==> config.mk <==
export PLATFORM = sky130hd
export DESIGN_NAME = tape_pulse_gen
export DESIGN_NICKNAME = d
export VERILOG_FILES = /design/src/rtl/tape_timing_pkg.sv /design/src/rtl/tape_pulse_timer.sv /design/src/rtl/tape_pulse_gen.sv
export SDC_FILE = /design/constraint.sdc
export NUM_CORES = 1
export LEC_CHECK = 0
export CORE_ASPECT_RATIO = 0.8
export CORE_MARGIN = 5
export CORE_UTILIZATION = 50
export CTS_BUF_LIST = sky130_fd_sc_hd__clkbuf_16
export DETAILED_ROUTE_END_ITERATION = 12
export GPL_TIMING_DRIVEN = 1
export PLACE_DENSITY_LB_ADDON = 0.12
export SLEW_MARGIN = 20
export SYNTH_ARGS = -nofsm -noshare
export SYNTH_HDL_FRONTEND = slang
export SYNTH_SLANG_ARGS = --single-unit
==> constraint.sdc <==
create_clock -name clk -period 3.5 [get_ports clk]
set_clock_uncertainty 0.2 [all_clocks]
set_input_delay 0.7 -clock clk [delete_from_list [all_inputs] [get_ports clk]]
set_output_delay 0.7 -clock clk [all_outputs]
set_load 0.03 [all_outputs]
==> src/rtl/tape_timing_pkg.sv <==
`default_nettype none
// ============================================================================
// Module      : tape_timing_pkg
// Description : Default tick/pulse-count constants and FSM state encoding
//               for the cassette tape pulse generator.
// Revision    : 1.0 - initial release
// ============================================================================
package tape_timing_pkg;

    // Default pulse half-period lengths in clk ticks
    localparam int C_PILOT_TICKS = 2168;
    localparam int C_SYNC1_TICKS = 667;
    localparam int C_SYNC2_TICKS = 735;
    localparam int C_BIT0_TICKS  = 855;
    localparam int C_BIT1_TICKS  = 1710;

    // Default pilot pulse counts for header and data blocks
    localparam int C_PILOT_HDR   = 8063;
    localparam int C_PILOT_DATA  = 3223;

    typedef enum logic [2:0] {
        ST_IDLE  = 3'd0,
        ST_PILOT = 3'd1,
        ST_SYNC1 = 3'd2,
        ST_SYNC2 = 3'd3,
        ST_DATA  = 3'd4
    } tape_state_t;

    // Timer reload value giving exactly 'ticks' clk cycles per pulse
    function automatic logic [15:0] reload_val(input int ticks);
        return 16'(ticks - 1);
    endfunction

endpackage
`default_nettype wire

==> src/rtl/tape_pulse_timer.sv <==
`default_nettype none
// ============================================================================
// Module      : tape_pulse_timer
// Description : Reloadable 16-bit down-counter. 'load' writes load_val;
//               'expire' is high while the count sits at zero.
// Revision    : 1.0 - initial release
// ============================================================================
module tape_pulse_timer (
    input  logic        clk,
    input  logic        reset,
    input  logic        load,
    input  logic [15:0] load_val,
    output logic        expire
);

    logic [15:0] r_count;

    // Count down to zero and park there until the next load
    always_ff @(posedge clk or posedge reset) begin
        if (reset) begin
            r_count <= 16'd0;
        end else if (load) begin
            r_count <= load_val;
        end else if (r_count != 16'd0) begin
            r_count <= r_count - 16'd1;
        end
    end

    assign expire = (r_count == 16'd0);

endmodule
`default_nettype wire

==> src/rtl/tape_pulse_gen.sv <==
`default_nettype none
// ============================================================================
// Module      : tape_pulse_gen
// Description : Cassette tape block generator: pilot tone, two sync pulses,
//               then MSB-first data bytes with two equal pulses per bit.
//               Optional trailing XOR checksum byte when the macro
//               TAPE_GEN_CHECKSUM_EN is defined.
// Revision    : 1.0 - initial release
// ============================================================================
module tape_pulse_gen
    import tape_timing_pkg::*;
#(
    parameter int PILOT_TICKS = C_PILOT_TICKS,
    parameter int SYNC1_TICKS = C_SYNC1_TICKS,
    parameter int SYNC2_TICKS = C_SYNC2_TICKS,
    parameter int BIT0_TICKS  = C_BIT0_TICKS,
    parameter int BIT1_TICKS  = C_BIT1_TICKS,
    parameter int PILOT_HDR   = C_PILOT_HDR,
    parameter int PILOT_DATA  = C_PILOT_DATA
) (
    input  logic       clk,
    input  logic       reset,
    input  logic       start,
    input  logic       is_header,
    input  logic [7:0] data_in,
    input  logic       data_valid,
    input  logic       data_last,
    output logic       data_ready,
    output logic       aud,
    output logic       busy,
    output logic       done,
    output logic       underrun
);

    localparam logic [15:0] C_PILOT_LD = reload_val(PILOT_TICKS);
    localparam logic [15:0] C_SYNC1_LD = reload_val(SYNC1_TICKS);
    localparam logic [15:0] C_SYNC2_LD = reload_val(SYNC2_TICKS);
    localparam logic [15:0] C_BIT0_LD  = reload_val(BIT0_TICKS);
    localparam logic [15:0] C_BIT1_LD  = reload_val(BIT1_TICKS);
    localparam logic [15:0] C_HDR_CNT  = 16'(PILOT_HDR);
    localparam logic [15:0] C_DATA_CNT = 16'(PILOT_DATA);

    tape_state_t r_state, w_state_nxt;

    logic        r_aud, r_done;
    logic [15:0] r_pcnt, w_pcnt_nxt;
    logic [2:0]  r_bit, w_bit_nxt;
    logic        r_half, w_half_nxt;
    logic [7:0]  r_shift, w_shift_nxt;
    logic        r_cur_last, w_cur_last_nxt;
    logic [7:0]  r_hold;
    logic        r_hold_full, r_hold_last, r_got_last;

    logic        w_pulse, w_boundary, w_take_hold, w_end, w_done, w_underrun;
    logic        w_expire, w_accept, w_start_ok;
    logic [15:0] w_tick_val;

`ifdef TAPE_GEN_CHECKSUM_EN
    logic [7:0]  r_cks;
    logic        r_cks_sent, w_cks_sent_nxt;
`endif

    assign w_start_ok = (r_state == ST_IDLE) && start;
    assign w_accept   = data_valid && data_ready;

    tape_pulse_timer u_timer (
        .clk      (clk),
        .reset    (reset),
        .load     (w_pulse),
        .load_val (w_tick_val),
        .expire   (w_expire)
    );

    // State register
    always_ff @(posedge clk or posedge reset) begin
        if (reset) begin
            r_state <= ST_IDLE;
        end else begin
            r_state <= w_state_nxt;
        end
    end

    // Next-state and pulse sequencing; w_pulse toggles aud and reloads timer
    always_comb begin
        w_state_nxt    = r_state;
        w_pulse        = 1'b0;
        w_tick_val     = C_PILOT_LD;
        w_pcnt_nxt     = r_pcnt;
        w_bit_nxt      = r_bit;
        w_half_nxt     = r_half;
        w_shift_nxt    = r_shift;
        w_cur_last_nxt = r_cur_last;
        w_boundary     = 1'b0;
        w_take_hold    = 1'b0;
        w_end          = 1'b0;
        w_done         = 1'b0;
        w_underrun     = 1'b0;
`ifdef TAPE_GEN_CHECKSUM_EN
        w_cks_sent_nxt = r_cks_sent;
`endif
        case (r_state)
            ST_IDLE: begin
                if (start) begin
                    w_state_nxt = ST_PILOT;
                    w_pulse     = 1'b1;
                    w_tick_val  = C_PILOT_LD;
                    w_pcnt_nxt  = is_header ? C_HDR_CNT : C_DATA_CNT;
`ifdef TAPE_GEN_CHECKSUM_EN
                    w_cks_sent_nxt = 1'b0;
`endif
                end
            end
            ST_PILOT: begin
                if (w_expire) begin
                    w_pulse = 1'b1;
                    if (r_pcnt <= 16'd1) begin
                        w_state_nxt = ST_SYNC1;
                        w_tick_val  = C_SYNC1_LD;
                    end else begin
                        w_pcnt_nxt  = r_pcnt - 16'd1;
                        w_tick_val  = C_PILOT_LD;
                    end
                end
            end
            ST_SYNC1: begin
                if (w_expire) begin
                    w_state_nxt = ST_SYNC2;
                    w_pulse     = 1'b1;
                    w_tick_val  = C_SYNC2_LD;
                end
            end
            ST_SYNC2: begin
                // End of sync is the boundary before the first byte
                if (w_expire) begin
                    w_boundary = 1'b1;
                end
            end
            ST_DATA: begin
                if (w_expire) begin
                    if (!r_half) begin
                        w_half_nxt = 1'b1;
                        w_pulse    = 1'b1;
                        w_tick_val = r_shift[7] ? C_BIT1_LD : C_BIT0_LD;
                    end else if (r_bit != 3'd7) begin
                        w_shift_nxt = {r_shift[6:0], 1'b0};
                        w_bit_nxt   = r_bit + 3'd1;
                        w_half_nxt  = 1'b0;
                        w_pulse     = 1'b1;
                        w_tick_val  = r_shift[6] ? C_BIT1_LD : C_BIT0_LD;
                    end else if (r_cur_last) begin
                        w_end  = 1'b1;
                        w_done = 1'b1;
`ifdef TAPE_GEN_CHECKSUM_EN
                        // Append the running XOR once before finishing
                        if (!r_cks_sent) begin
                            w_end          = 1'b0;
                            w_done         = 1'b0;
                            w_cks_sent_nxt = 1'b1;
                            w_shift_nxt    = r_cks;
                            w_bit_nxt      = 3'd0;
                            w_half_nxt     = 1'b0;
                            w_pulse        = 1'b1;
                            w_tick_val     = r_cks[7] ? C_BIT1_LD : C_BIT0_LD;
                        end
`endif
                    end else begin
                        w_boundary = 1'b1;
                    end
                end
            end
            default: begin
                w_state_nxt = ST_IDLE;
            end
        endcase

        // Byte boundary: pull the holding register or abort on underrun
        if (w_boundary) begin
            if (r_hold_full) begin
                w_state_nxt    = ST_DATA;
                w_take_hold    = 1'b1;
                w_shift_nxt    = r_hold;
                w_cur_last_nxt = r_hold_last;
                w_bit_nxt      = 3'd0;
                w_half_nxt     = 1'b0;
                w_pulse        = 1'b1;
                w_tick_val     = r_hold[7] ? C_BIT1_LD : C_BIT0_LD;
            end else begin
                w_underrun = 1'b1;
                w_end      = 1'b1;
            end
        end

        if (w_end) begin
            w_state_nxt = ST_IDLE;
        end
    end

    // Datapath registers: tape level, counters, shifter, done pulse
    always_ff @(posedge clk or posedge reset) begin
        if (reset) begin
            r_aud      <= 1'b0;
            r_done     <= 1'b0;
            r_pcnt     <= 16'd0;
            r_bit      <= 3'd0;
            r_half     <= 1'b0;
            r_shift    <= 8'd0;
            r_cur_last <= 1'b0;
`ifdef TAPE_GEN_CHECKSUM_EN
            r_cks_sent <= 1'b0;
`endif
        end else begin
            r_done     <= w_done;
            r_pcnt     <= w_pcnt_nxt;
            r_bit      <= w_bit_nxt;
            r_half     <= w_half_nxt;
            r_shift    <= w_shift_nxt;
            r_cur_last <= w_cur_last_nxt;
`ifdef TAPE_GEN_CHECKSUM_EN
            r_cks_sent <= w_cks_sent_nxt;
`endif
            if (w_end) begin
                r_aud <= 1'b0;
            end else if (w_pulse) begin
                r_aud <= ~r_aud;
            end
        end
    end

    // One-byte holding register; nothing is accepted after the last byte
    always_ff @(posedge clk or posedge reset) begin
        if (reset) begin
            r_hold      <= 8'd0;
            r_hold_full <= 1'b0;
            r_hold_last <= 1'b0;
            r_got_last  <= 1'b0;
        end else if (w_end || w_start_ok) begin
            r_hold_full <= 1'b0;
            r_hold_last <= 1'b0;
            r_got_last  <= 1'b0;
        end else if (w_take_hold) begin
            r_hold_full <= 1'b0;
        end else if (w_accept) begin
            r_hold      <= data_in;
            r_hold_full <= 1'b1;
            r_hold_last <= data_last;
            r_got_last  <= data_last;
        end
    end

`ifdef TAPE_GEN_CHECKSUM_EN
    // Running XOR of every byte accepted in the current block
    always_ff @(posedge clk or posedge reset) begin
        if (reset) begin
            r_cks <= 8'd0;
        end else if (w_start_ok) begin
            r_cks <= 8'd0;
        end else if (w_accept && !w_end) begin
            r_cks <= r_cks ^ data_in;
        end
    end
`endif

    assign data_ready = (r_state != ST_IDLE) && !r_hold_full && !r_got_last;
    assign aud        = r_aud;
    assign busy       = (r_state != ST_IDLE);
    assign done       = r_done;
    assign underrun   = w_underrun;

endmodule
`default_nettype wire

==> flow_summary_export.csv, run 1 <==
group,metric,value,unit
place,place_inst,457,
floorplanning,initial_core_util,0.516,
synth,yosysUniqueCellTypes,51,
synth,synth_area_leaders,"dfrtp_1 (45%), nand2_1 (5.1%), nor2_1 (4.7%)",
drt,drt.antenna.violating_nets,0,
synth,synth_area,0.00331,mm^2
synth,synth_edf_count,0,
place,dpl_cell_area,0.00357,mm^2
drt,remaining_drc_errors,0,
synth,synth_common_cells,"dfrtp_1 (60), nand2_1 (45), nor2_1 (41)",
global_route,grt_pass1_wl,12700,um
drt,drt_pre_antenna_iters,4,
sta,relSlewSlack,0.428,
critical_path,worstPathRequired,2.60,ns
critical_path,cp-end-kind,"output pin",
min_path,min_path_type,"reg2reg",
global_route,antenna_found_initial,0,
power_and_ir_drop,p_leak,1.54,nW
sta,worst_pin_slew,0.856,ns
floorplanning,rows,26,
critical_path,critPathSlowestCell,"or4_1",
global_route,track_usage,0.196,
synth,syn_inst,364,
critical_path,r2r-start,"u_timer.r_count[10]",
finish,area_growth,16.1,%
cts,post_cts_resized,0,
finish,antenna_cells,0,
power_and_ir_drop,peakVddDrop,318,uV
floorplanning,die_h,82.7,um
power_and_ir_drop,p_per_area,533,mW/mm^2
global_route,grt_pass1_vias,2606,
drt,drt_iter0_drc,176,
sta,rsz0062_at_grt,"no",
drt,routed_wirelength,7570,um
power_and_ir_drop,power.share.clock,0.387,
sta,fmax,314,MHz
cts,htree_levels,3,
critical_path,crit_chain,"or4_1 > nor4b_1 > and2_1 > nand2_1 > nor2_1 > buf_4",
sta,setup_violations,0,
drt,wl_per_cell,16.0,um
critical_path,cpPeakStageDelay,0.59,ns
critical_path,critPathLaunchType,"register",
critical_path,critPathLaunch,"u_timer.r_count[10]",
global_route,overflow,0,
sta,maxSlewViolCount,0,
power_and_ir_drop,p_seq_frac,0.464,
place,dp_hpwl,5200,um
cts,postCtsHoldBufs,0,
global_route,grt_start_max_net_pins,34,
critical_path,arrival,2.28,ns
power_and_ir_drop,power.switching,575,uW
critical_path,rr_endpoint,"r_hold[3]",
critical_path,reg2reg_depth,6,
min_path,hold_start,"r_hold[6]",
place,gp_congestion,0.823,
cts,clkTransAtPathRegs,0.05,ns
min_path,holdPathStages,2,
critical_path,path_max_fanout,5,
critical_path,path_depth,6,
power_and_ir_drop,pwr-share-comb,0.149,
finish,nNetsFinal,403,
critical_path,critPathKind,"reg2out",
sta,final-hold-violation-count,0,
cts,cts_inserted_buffers,9,
floorplanning,die_x,101,um
floorplanning,fp.coreArea,0.00641,mm^2
synth,synth_largest_area_cell,"dfrtp_1",
power_and_ir_drop,switching_share,0.281,
finish,instances_no_fill,473,
job,max_cap_viol_count,0,
cts,cts_tree,"yes",
finish,postLayoutCoreUtil,0.599,
cts,cts.path.max_buffers,2,
synth,synth.top_cell.area_share,0.454,
critical_path,reg2reg_setup_slack,0.48,ns
critical_path,crit_path_end,"underrun",
sta,setup_tns,0,ns
drt,avgViaCountPerCell,5.76,
synth,ys_async_sr_fraction,1.00,
synth,syn_avg_cell_area,9.08,um^2
critical_path,crit_buf_inv,1,
finish,drive_gt1_frac,0.103,
synth,synthFlopType,"dfrtp_1",
finish,final_cell_area,0.00384,mm^2
floorplanning,dieArea,0.00835,mm^2
cts,cts-root-buf,"clkbuf_16",
power_and_ir_drop,p_int,1.47,mW
critical_path,critPathTopFamily,"simple AND/OR/NAND/NOR gates",
place,io_buffer_count,18,
cts,postCtsSetupRepairBufs,0,
cts,clock_sinks,60,
synth,ys_ff_latch,60,
drt,via_count,2726,
cts,clock_latency,0.33,ns
synth,yosysMostFrequentCell,"dfrtp_1",
sta,period_minus_slack,3.18,ns
status,status,"complete, no violations",
synth,synth_warnings,0,
sta,period_share,0.909,
synth,synth_seq_area_share,0.454,
floorplanning,ios,19,
synth,synth.net_count,383,
cell type report:
class,count,area (um^2)
Fill cell,555,2570
Multi-Input combinational cell,278,1690
Sequential cell,60,1500
Timing Repair Buffer,24,235
Clock buffer,9,225
Tap cell,84,105
Clock inverter,7,43.8
Inverter,11,41.3
layout by cell type, fill, tap and decap left out, types with 4 or more instances in the layout:
cell type        instances
clkinv_2                 4
buf_4                    6
xnor2_1                 10
nor3_1                  13
mux2i_1                  7
o31ai_1                  4
clkdlybuf4s50_1         17
mux2_2                   9
nand4_1                  4
a31oi_1                  7
clkbuf_16                9
nor2b_1                  5
or4_1                    6
nor2_1                  41
nand3_1                  9
or3_1                    4
ha_1                     5
dfrtp_1                 60
a21oi_1                 23
inv_1                   10
nor4_1                   4
nand2_1                 45
o21ai_0                 25
xor2_1                  11
cell families (layout without fill, tap and decap cells):
kind of cell    Yosys count  after routing  share of synthesized area
simple gates            150            150                      0.219
compound gates           86             86                      0.165
flops                    60             60                      0.454
buf+inv                  26             51                     0.0356
xor+xnor                 21             21                     0.0556
mux                      16             16                     0.0518
fa+ha+maj                 5              5                     0.0189
how the worst min path moves through the flow:
| stage | endpoint | slack [ns] |
|---|---|---|
| final | r_shift[6] | 0.27 |
| after global routing | r_shift[1] | 0.31 |
| after CTS | r_shift[6] | 0.28 |
| after detailed placement | r_shift[6] | 0.26 |
| after global placement | r_shift[1] | 0.26 |
| after floorplan | r_shift[0] | 0.25 |
power by group through the flow:
stage | Combinational, mW | Clock, mW | Sequential [mW]
global placement | 0.300 | 0 | 0.955
floorplan | 0.252 | 0 | 0.922
finish | 0.306 | 0.793 | 0.949
detailed placement | 0.305 | 0 | 0.959
CTS | 0.309 | 0.807 | 0.949
global route | 0.342 | 0.847 | 0.970
metal layers:
| layer | vias up | share of wire | GRT usage |
|---|---|---|---|
| li1 | 1333 | - | - |
| met1 | 1304 | 0.48 | 0.272 |
| met3 | 9 | 0.058 | 0.0554 |
| met5 | - | 0 | 0 |
| met2 | 80 | 0.45 | 0.305 |
| met4 | 0 | 0.0083 | 0.0518 |
worst register-to-register path, stage by stage, from the launching register on:
cell	delay, ns
dfrtp_1	0.42
or4_1	0.59
nor4b_1	0.38
nand2_1	0.41
a21oi_1	0.33
nor2_1	0.25
mux2_2	0.33
sequential cells by signal, summed over array words and instances (netlist names):
| register | flops |
|---|---|
| r_got_last | 1 |
| r_state | 3 |
| r_pcnt | 16 |
| aud | 1 |
| r_bit | 3 |
| r_half | 1 |
| r_hold | 8 |
| u_timer.r_count | 16 |
| r_hold_full | 1 |
| r_cur_last | 1 |
| done | 1 |
| r_shift | 8 |
through the flow:
stage	total power [mW]	setup WS [ns]	hold slack [ns]
after floorplan	1.17	0.382	0.246
after global placement	1.25	0.634	0.259
after detailed placement	1.26	0.514	0.264
after CTS	2.07	0.290	0.277
after global routing	2.16	0.232	0.306
final	2.05	0.319	0.272
(Power assumes the default switching activity.)
==> run 2: changes to the inputs <==
HOLD_SLACK_MARGIN = 0.02   (was default)
==> results of run 2 <==
No change in the layout: final DEF, timing and power equal those of run 1.
